## config.mk

```make
export PLATFORM = sky130hd
export DESIGN_NAME = wb_arbiter
export DESIGN_NICKNAME = d
export VERILOG_FILES = /design/src/rtl/wb_arbiter.sv
export SDC_FILE = /design/constraint.sdc
export NUM_CORES = 1
export LEC_CHECK = 0
export CORE_ASPECT_RATIO = 2
export CORE_MARGIN = 10
export CORE_UTILIZATION = 37
export DETAILED_ROUTE_END_ITERATION = 16
export MAX_ROUTING_LAYER = met4
export PLACE_DENSITY = 0.61
export REMOVE_ABC_BUFFERS = 1
export SETUP_SLACK_MARGIN = 0.1
export SYNTH_ARGS = -nofsm -noshare
export SYNTH_HDL_FRONTEND = slang
export SYNTH_SLANG_ARGS = --single-unit
```

## constraint.sdc

```tcl
create_clock -name i_clk -period 4.1 [get_ports i_clk]
set_input_delay 1.23 -clock i_clk [delete_from_list [all_inputs] [get_ports i_clk]]
set_output_delay 1.23 -clock i_clk [all_outputs]
set_load 0.1 [all_outputs]
```

## src/rtl/wb_arbiter.sv

```systemverilog
// -----------------------------------------------------------------------------
// wb_arbiter
//   Write-back arbiter for the RV32I register file. Merges single-cycle ALU
//   results and long-latency load results onto the single register-file write
//   port. It also keeps a pending-destination scoreboard so that decode stalls
//   on RAW and WAW hazards against outstanding loads.
//
//   Optional build macro: WB_BYPASS_EN adds forwarding outputs
//   (o_fwd1_valid, o_fwd2_valid, o_fwd_data). With these, decode can take the
//   value being written this cycle instead of stalling on it.
//
// Ports
//   i_clk, i_rst        clock, asynchronous active-high reset
//   i_issue_valid       load issuing this cycle (accepted when !o_stall)
//   i_issue_rd_addr     load destination register
//   i_rs1_addr/rs2_addr decode source registers
//   o_stall             decode must hold, and the issue is not accepted
//   i_alu_*             ALU result (never back-pressured)
//   i_mem_*, o_mem_ready memory result, transferred when valid & ready
//   o_rw/o_rd_addr/o_rd registered register-file write port
//   o_pending           scoreboard, one bit per architectural register
// -----------------------------------------------------------------------------
module wb_arbiter #(
  parameter int DATA_WIDTH   = 32,
  parameter int NUM_REGISTER = 32,
  parameter int BUF_DEPTH    = 2,
  localparam int AW          = $clog2(NUM_REGISTER)
) (
  input  logic                    i_clk,
  input  logic                    i_rst,
  input  logic                    i_issue_valid,
  input  logic [AW-1:0]           i_issue_rd_addr,
  input  logic [AW-1:0]           i_rs1_addr,
  input  logic [AW-1:0]           i_rs2_addr,
  output logic                    o_stall,
  input  logic                    i_alu_valid,
  input  logic [AW-1:0]           i_alu_rd_addr,
  input  logic [DATA_WIDTH-1:0]   i_alu_data,
  input  logic                    i_mem_valid,
  input  logic [AW-1:0]           i_mem_rd_addr,
  input  logic [DATA_WIDTH-1:0]   i_mem_data,
  output logic                    o_mem_ready,
  output logic                    o_rw,
  output logic [AW-1:0]           o_rd_addr,
  output logic [DATA_WIDTH-1:0]   o_rd,
  output logic [NUM_REGISTER-1:0] o_pending
`ifdef WB_BYPASS_EN
  ,
  output logic                    o_fwd1_valid,
  output logic                    o_fwd2_valid,
  output logic [DATA_WIDTH-1:0]   o_fwd_data
`endif
);

  localparam int PW = (BUF_DEPTH > 1) ? $clog2(BUF_DEPTH) : 1;

  // Memory handshake: a result transfers on a rising clock edge when
  // i_mem_valid and o_mem_ready are both high in the cycle before it.
  // o_mem_ready depends only on the registered FIFO count, so there is no
  // combinational path from i_mem_valid. The ALU path has no ready signal.
  // ALU results must be taken in the cycle they are presented.

  logic [DATA_WIDTH-1:0] fifo_data [BUF_DEPTH];
  logic [AW-1:0]         fifo_addr [BUF_DEPTH];
  logic [PW-1:0]         wr_ptr, rd_ptr;
  logic [PW:0]           count;
  logic                  empty, full;

  logic                  mem_acc, direct_sel, fifo_sel, enq, deq;
  logic                  wb_any, wb_mem;
  logic [AW-1:0]         wb_addr;
  logic [DATA_WIDTH-1:0] wb_data;
  logic                  rw_from_mem;

  logic                  issue_acc;
  logic [NUM_REGISTER-1:0] set_vec, clr_vec;
  logic                  haz1, haz2;

  assign empty       = (count == '0);
  assign full        = (count == (PW+1)'(BUF_DEPTH));
  assign o_mem_ready = !full;

  // Source priority: ALU, then FIFO head, then the memory input directly.
  // The direct path is used only when nothing older is queued.
  always_comb begin
    mem_acc    = i_mem_valid && o_mem_ready;
    fifo_sel   = !i_alu_valid && !empty;
    direct_sel = !i_alu_valid && empty && mem_acc;
    enq        = mem_acc && !direct_sel;
    deq        = fifo_sel;
    wb_any     = i_alu_valid || fifo_sel || direct_sel;
    wb_mem     = fifo_sel || direct_sel;
    wb_addr    = i_mem_rd_addr;
    wb_data    = i_mem_data;
    if (i_alu_valid) begin
      wb_addr = i_alu_rd_addr;
      wb_data = i_alu_data;
    end else if (fifo_sel) begin
      wb_addr = fifo_addr[rd_ptr];
      wb_data = fifo_data[rd_ptr];
    end
  end

  // FIFO storage needs no reset; validity is tracked by count.
  always_ff @(posedge i_clk) begin
    if (enq) begin
      fifo_data[wr_ptr] <= i_mem_data;
      fifo_addr[wr_ptr] <= i_mem_rd_addr;
    end
  end

  always_ff @(posedge i_clk or posedge i_rst) begin
    if (i_rst) begin
      wr_ptr <= '0;
      rd_ptr <= '0;
      count  <= '0;
    end else begin
      if (enq) wr_ptr <= wr_ptr + 1'b1;
      if (deq) rd_ptr <= rd_ptr + 1'b1;
      case ({enq, deq})
        2'b10:   count <= count + 1'b1;
        2'b01:   count <= count - 1'b1;
        default: count <= count;
      endcase
    end
  end

  // Write port. A write to x0 still consumes its source but raises no enable.
  // In idle cycles the address and data hold their previous values.
  always_ff @(posedge i_clk or posedge i_rst) begin
    if (i_rst) begin
      o_rw        <= 1'b0;
      o_rd_addr   <= '0;
      o_rd        <= '0;
      rw_from_mem <= 1'b0;
    end else if (wb_any) begin
      o_rw        <= (wb_addr != '0);
      o_rd_addr   <= wb_addr;
      o_rd        <= wb_data;
      rw_from_mem <= wb_mem;
    end else begin
      o_rw        <= 1'b0;
      rw_from_mem <= 1'b0;
    end
  end

  // Scoreboard. A bit clears once its load result has been written. ALU
  // writes never clear a bit. When a set and a clear hit the same bit, the
  // set wins.
  assign issue_acc = i_issue_valid && !o_stall;

  always_comb begin
    set_vec = '0;
    clr_vec = '0;
    if (issue_acc && i_issue_rd_addr != '0) set_vec[i_issue_rd_addr] = 1'b1;
    if (o_rw && rw_from_mem)                clr_vec[o_rd_addr]       = 1'b1;
  end

  always_ff @(posedge i_clk or posedge i_rst) begin
    if (i_rst) o_pending <= '0;
    else       o_pending <= (o_pending & ~clr_vec) | set_vec;
  end

  always_comb begin
    haz1 = o_pending[i_rs1_addr] && (i_rs1_addr != '0);
    haz2 = o_pending[i_rs2_addr] && (i_rs2_addr != '0);
`ifdef WB_BYPASS_EN
    o_fwd1_valid = o_rw && (o_rd_addr == i_rs1_addr) && (i_rs1_addr != '0);
    o_fwd2_valid = o_rw && (o_rd_addr == i_rs2_addr) && (i_rs2_addr != '0);
    o_fwd_data   = o_rd;
    haz1         = haz1 && !o_fwd1_valid;
    haz2         = haz2 && !o_fwd2_valid;
`endif
    // The last term is a WAW stall: the same destination is still in flight.
    o_stall = haz1 || haz2 || (i_issue_valid && o_pending[i_issue_rd_addr]);
  end

endmodule

```

==> results.yml, run 1 <==
worst_setup_path:
  crit_type: "in2out"
  cp_max_fo: 5
  crit_slowest_cell: "mux4_2"
  worst_path_most_repeated_cell: "nor2_1"
  r2r_setup_slack_ns: 1.61
  critPathTopFamily: "buffers and inverters"
  critPathRequiredTime_ns: 2.87
  path_cells: "clkdlybuf4s15_2 > buf_4 > mux4_2 > mux2i_1 > nor2_1 > nor2_1 > nand4_1 > buf_12"
  startpoint_type: "input port"
  cp_slowest_stage_delay_ns: 0.49
  path_buf_inv: 3
  crit_path_end_kind: "primary output"
  worstPathArrival_ns: 2.89
run:
  max-cap-violations: 0
detailed_routing:
  drc: 0
  drt_wl_total_um: 24400
  vias: 5829
  wl_met1_um: 8160
  wl_met2_um: 13700
  wire_per_inst_um: 22.1
  top_layer: "met4"
  drtIter0Drc: 238
  ant_nets: 0
  drt-pass1-iter-count: 5
  wl_met3_um: 951
  viasPerCell: 5.29
timing:
  worst_slack_ns: -0.0226
  finalCritPeriodShare: 1.01
  relSlewSlack: 0.320
  skew_ns: 0.0102
  rsz0062_at_grt: "yes"
  finalSetupViolCount: 1
  worst_slew_pin_slew_ns: 1.02
  hold_viol: 0
  period_needed_ns: 4.12
  max_freq_mhz: 243
  slew_viol_final: 0
  fin_hold_ws_ns: 0.482
  fin_setup_tns_ns: -0.0226
floorplanning:
  die_w_um: 119
  dieArea_sq_mm: 0.0260
  die_y_um: 218
  io_pins: 166
  rows: 72
  core_sq_mm: 0.0194
  initial_core_util: 0.375
logic_synthesis:
  syn_area_per_cell_sq_um: 11.6
  yosys_register_bits: 149
  synthTopCellsByArea: "edfxtp_1 31%, dfrtp_1 26%, mux2i_1 7.7%"
  synth_top_cell_area_share: 0.306
  synthesis.area_sq_mm: 0.00726
  synthArstFlopShare: 0.503
  ys_types: 53
  synth_top_area_cell: "edfxtp_1"
  synthFlopType: "dfrtp_1"
  synthCells: 626
  yosysSeqAreaShare: 0.564
  yosys_warnings: 0
  synth_edf_count: 74
cts:
  path_clk_slew_ns: 0.05
  cts-root-buf: "clkbuf_16"
  clock_path_buffers: 2
  htreeDepth: 4
  numCtsBuffers: 17
  tritoncts: "yes"
  cts_hold_buf: 0
  clock_latency_ns: 0.41
  clock_sinks: 149
cells_and_area:
  fillers: 1689
  final_cells: 1102
  drive_gt1_frac: 0.256
  area_delta_synth_final_pct: 41.9
  seq_area_sq_mm: 0.00410
  fin_nets: 924
  multiInputGateArea_sq_mm: 0.00312
placed_design:
  dp.cells: 1052
  dp_hpwl_um: 18300
  dp_slack_ns: -0.825
  place.gp.congestion: 0.930
  port_buffers: 165
global_routing:
  grt_pass1_vias: 6435
  antenna_found_initial: 2
  track_usage: 0.193
  gr-total-overflow: 0
  grt_pass1_wl_um: 37400
  grt_max_degree: 63
outcome:
  violations: "setup timing"
  status: "complete, but fails checks"
power:
  vdd_ir_drop_max_mv: 0.532
  leakage_nw: 3.95
  p_per_area_mw_per_mm2: 861
hold_path:
  hold_path.class: "reg2reg"
## path summary, 6_finish.rpt
path                               start             to  cells past startpoint
setup / recovery           i_rs1_addr[0]        o_stall                      8
hold / removal                  o_rd[11]       o_rd[11]                      2
setup reg to reg           o_pending[31]  o_pending[10]                      8
hold reg to reg                 o_rd[11]       o_rd[11]                      2
max in group asynchronous          i_rst         rd_ptr                      3
min in group asynchronous          i_rst   o_pending[0]                      2
## per-stage QoR
stage | total power [mW] | cell area [sq um] | utilization
2_1_floorplan | 5.85 | 7060 | -
4_1_cts | 8.96 | 10300 | 0.531
5_1_grt | 9.26 | 10300 | 0.532
3_5_place_dp | 7.27 | 9380 | 0.484
6_report | 8.88 | 10300 | 0.532
3_3_place_gp | 7.21 | 9380 | 0.484
## cell usage in the layout, fill, tap and decap left out, drive strengths merged, types with 2 or more instances in the layout
cell type / netlist / final
a211oi: 38 / 38
a21oi: 42 / 42
and3: 3 / 3
buf: 13 / 111
clkbuf: 34 / 28
clkdlybuf4s15: 0 / 2
clkdlybuf4s50: 0 / 115
clkinv: 0 / 2
dfrtp: 75 / 75
diode: 0 / 2
edfxtp: 74 / 74
inv: 4 / 5
mux2: 5 / 5
mux2i: 56 / 56
mux4: 13 / 13
nand2: 43 / 43
nand2b: 3 / 3
nand3: 5 / 5
nand3b: 5 / 5
nand4: 2 / 2
nand4b: 3 / 3
nor2: 55 / 55
nor2b: 6 / 6
nor3: 2 / 2
nor3b: 3 / 3
nor4: 2 / 2
nor4b: 3 / 3
o21ai: 94 / 94
o22ai: 7 / 7
or2: 2 / 2
or3: 5 / 5
or3b: 3 / 3
or4b: 3 / 3
or4bb: 3 / 3
xnor2: 3 / 3
xor2: 2 / 2
## synth_stat cells, drive strengths merged (6+ instances only)
library cell	instances
a211oi	38
o21ai	94
a21oi	42
dfrtp	75
nor2b	6
o22ai	7
buf	13
clkbuf	34
mux4	13
mux2i	56
edfxtp	74
nor2	55
nand2	43
## cell type report
type | count | share of cell area
multi-input combinational | 426 | 0.302
timing repair buffer | 231 | 0.206
clock inverter | 5 | 0.00534
inverter | 4 | 0.00158
antenna | 2 | 0.000486
clock buffer | 26 | 0.0548
sequential | 149 | 0.398
tap | 259 | 0.0314
## worst register-to-register path: cells and delay by family, from the launching register on
kind	cells	cell delay, ns
compound gates	1	0.19
flops	1	0.48
simple gates	4	0.89
mux	1	0.50
buf+inv	2	0.33
## cells by family after synthesis
| logic type | count (synthesis) | synth area share |
|---|---|---|
| adder cells (fa/ha/maj) | 1 | 0.00172 |
| AND/OR/NAND/NOR | 154 | 0.110 |
| AO/OA/AOI/OAI | 192 | 0.162 |
| flip-flops | 149 | 0.564 |
| buffers and inverters | 51 | 0.0303 |
| multiplexers | 74 | 0.125 |
| XOR/XNOR | 5 | 0.00603 |
## registers in the layout (all words and copies together), names as in the netlist
register,flops
fifo_data,64
o_pending,32
o_rd,32
fifo_addr,10
o_rd_addr,5
count,2
o_rw,1
rd_ptr,1
rw_from_mem,1
wr_ptr,1
## repair_timing
action	CTS	global route
endpoints found under the setup margin	1	1
gates cloned	4	0
setup buffers	13	0
resized for setup	74	13
pin swaps	14	5
## layer usage
| metal | vias to the layer above | track usage |
|---|---|---|
| met3 | 58 | 0.0382 |
| met5 | - | - |
| met4 | 0 | 0.153 |
| met2 | 197 | 0.344 |
| li1 | 2761 | - |
| met1 | 2813 | 0.175 |
## power breakdown
part / internal [mW] / switching, mW / leakage, nW
sequential: 2.08 / 0.553 / 1.55
clock: 1.01 / 0.582 / 0.304
combinational: 1.25 / 3.41 / 2.09
total: 4.33 / 4.54 / 3.95
Power figures use the tool's default switching activity.
==> run 2: changes to the inputs <==
- CTS_CLUSTER_DIAMETER: not set -> 30
- clock period: 4.1 -> 4.12 ns (I/O delays scaled with it)
==> run 2 against run 1 <==
Effect of this change: the run still ends with setup timing left; final area decreased by 0.33%; setup slack worse by 0.024 ns; critical path depth is the same; routed wire length is 0.34% higher; worst hold slack lost 0.0039 ns; critical path type unchanged; critical endpoint unchanged.
==> results.yml, run 2 (same netlist as run 1, synthesis figures left out) <==
outcome:
  status: "complete, but fails checks"
  violations: "setup timing"
run:
  max-cap-violations: 0
worst_setup_path:
  cp_max_fo: 4
  critPathRequiredTime_ns: 2.88
  crit_type: "in2out"
  worstPathArrival_ns: 2.93
  r2r_cells: 8
  r2r_setup_slack_ns: 1.56
  r2r-start: "o_pending[31]"
  crit_path_end_kind: "primary output"
  r2r_end: "o_pending[20]"
  startpoint_type: "input port"
placed_design:
  port_buffers: 165
  place.gp.congestion: 0.928
  place_area_sq_mm: 0.00940
  dp_hpwl_um: 18400
  dp.cells: 1052
cts:
  clock_sinks: 149
  htreeDepth: 4
  path_clk_slew_ns: 0.06
  clock_path_buffers: 2
  tritoncts: "yes"
  cts_hold_buf: 0
  cts-root-buf: "clkbuf_16"
  numCtsBuffers: 17
  clock_latency_ns: 0.42
cells_and_area:
  top_regs: "fifo_data: 64 flops, o_pending: 32 flops, o_rd: 32 flops"
  final_cells: 1097
  layout_commonest_cell: "clkdlybuf4s50_1"
  area_delta_synth_final_pct: 41.4
  final_area_sq_mm: 0.0103
  most-common-layout-cells: "123 x clkdlybuf4s50_1, 74 x o21ai_0, 74 x buf_4, 74 x dfrtp_1, 74 x edfxtp_1"
  regMostFlops: "fifo_data"
  largest_reg_flops: 64
  fillers: 1722
  drive_gt1_frac: 0.242
  fin_nets: 918
detailed_routing:
  drt-pass1-iter-count: 4
  drc: 0
  drtIter0Drc: 209
  vias: 5868
  wire_per_inst_um: 22.3
  viasPerCell: 5.35
  ant_nets: 0
  drt_wl_total_um: 24500
power:
  leakage_nw: 3.91
  p_seq_frac: 0.297
  p_per_area_mw_per_mm2: 857
  p_int_mw: 4.27
  switchingPower_mw: 4.53
  pwr-share-comb: 0.528
  vdd_ir_drop_max_mv: 0.440
  pwr-share-clk: 0.175
  p_sw_frac: 0.515
floorplanning:
  initial_core_util: 0.375
  core_sq_mm: 0.0194
  dieArea_sq_mm: 0.0260
  io_pins: 166
  die_w_um: 119
  die_y_um: 218
  rows: 72
timing:
  max_freq_mhz: 240
  slew_viol_final: 0
  finalCritPeriodShare: 1.01
  finalSetupViolCount: 1
  hold_viol: 0
  worst_slack_ns: -0.0468
  worst_slew_pin_slew_ns: 1.02
  rsz0062_at_grt: "yes"
  period_needed_ns: 4.17
  skew_ns: 0.00857
  relSlewSlack: 0.319
hold_path:
  hold_path.class: "reg2reg"
  holdPathStages: 2
  hp-start: "o_rd[12]"
  holdPathEnd: "o_rd[12]"
global_routing:
  gr-total-overflow: 0
  track_usage: 0.194
  grt_max_degree: 63
  antenna_found_initial: 1
  grt_pass1_vias: 6393
  grt_pass1_wl_um: 37300
run 2: worst max-delay path, cell delays in order:
cell and delay (ns):
dlygate4sd2_1 0.29, buf_4 0.18, mux2_2 0.39, o22ai_1 0.26
nor4b_2 0.09, nor2_1 0.13, nand4_1 0.15, buf_12 0.21
run 2: metal layers:
metal  GRT usage  vias to the layer above  wire length [um]
met5           -                        -                 0
met3      0.0418                       72              1120
met4       0.140                        0              1630
met2       0.349                      217             13500
met1       0.176                     2817              8210
li1            -                     2762                 -
run 2: area by class of cell:
| type | count | area (sq um) | share of cell area |
|---|---|---|---|
| clock inverters | 7 | 63.8 | 0.00621 |
| inverters | 4 | 16.3 | 0.00158 |
| clock buffers | 25 | 529 | 0.0515 |
| diodes | 2 | 5.00 | 0.000487 |
| flip-flops and latches | 149 | 4100 | 0.399 |
| well taps | 259 | 324 | 0.0315 |
| repair buffers | 225 | 2110 | 0.205 |
| multi-input cells | 426 | 3130 | 0.304 |
run 2: what timing repair did:
| action | 4_1_cts | 5_1_grt |
|---|---|---|
| gates resized for setup | 66 | 17 |
| setup endpoints to repair | 1 | 1 |
| gates cloned | 3 | 1 |
| pin swaps | 16 | 8 |
| buffers inserted | 8 | 1 |
run 2: metrics by stage:
step	setup TNS [ns]	power, mW	setup slack [ns]	utilization	hold slack (ns)
2_1_floorplan	-18.19	5.82	-0.549	-	0.468
3_3_place_gp	-0.899	7.19	-0.899	0.485	0.463
3_5_place_dp	-0.877	7.25	-0.877	0.485	0.470
4_1_cts	-0.0857	8.88	-0.0857	0.530	0.482
5_1_grt	-0.0731	9.18	-0.0731	0.530	0.503
6_report	-0.0468	8.80	-0.0468	0.530	0.478
run 2: power by group through the flow:
stage	clock network [mW]	logic (mW)	registers, mW
6_report	1.54	4.65	2.62
5_1_grt	1.63	4.88	2.67
4_1_cts	1.57	4.68	2.62
3_5_place_dp	0	4.61	2.65
3_3_place_gp	0	4.57	2.63
2_1_floorplan	0	1.18	4.63
run 2: worst max-delay path by stage:
stage | startpoint | endpoint | slack, ns | cells past startpoint
2_1_floorplan | i_alu_valid | o_rd[0] | -0.55 | 2
3_3_place_gp | i_rs2_addr[0] | o_stall | -0.90 | 8
3_5_place_dp | i_rs2_addr[0] | o_stall | -0.88 | 8
4_1_cts | i_rs1_addr[1] | o_stall | -0.09 | 10
5_1_grt | i_issue_rd_addr[0] | o_stall | -0.07 | 7
6_report | i_rs1_addr[2] | o_stall | -0.05 | 8
==> run 3: changes to the inputs <==
- SLEW_MARGIN: not set -> 20
==> results of run 3 <==
The final DEF is identical to that of run 2; final timing and power are the same.
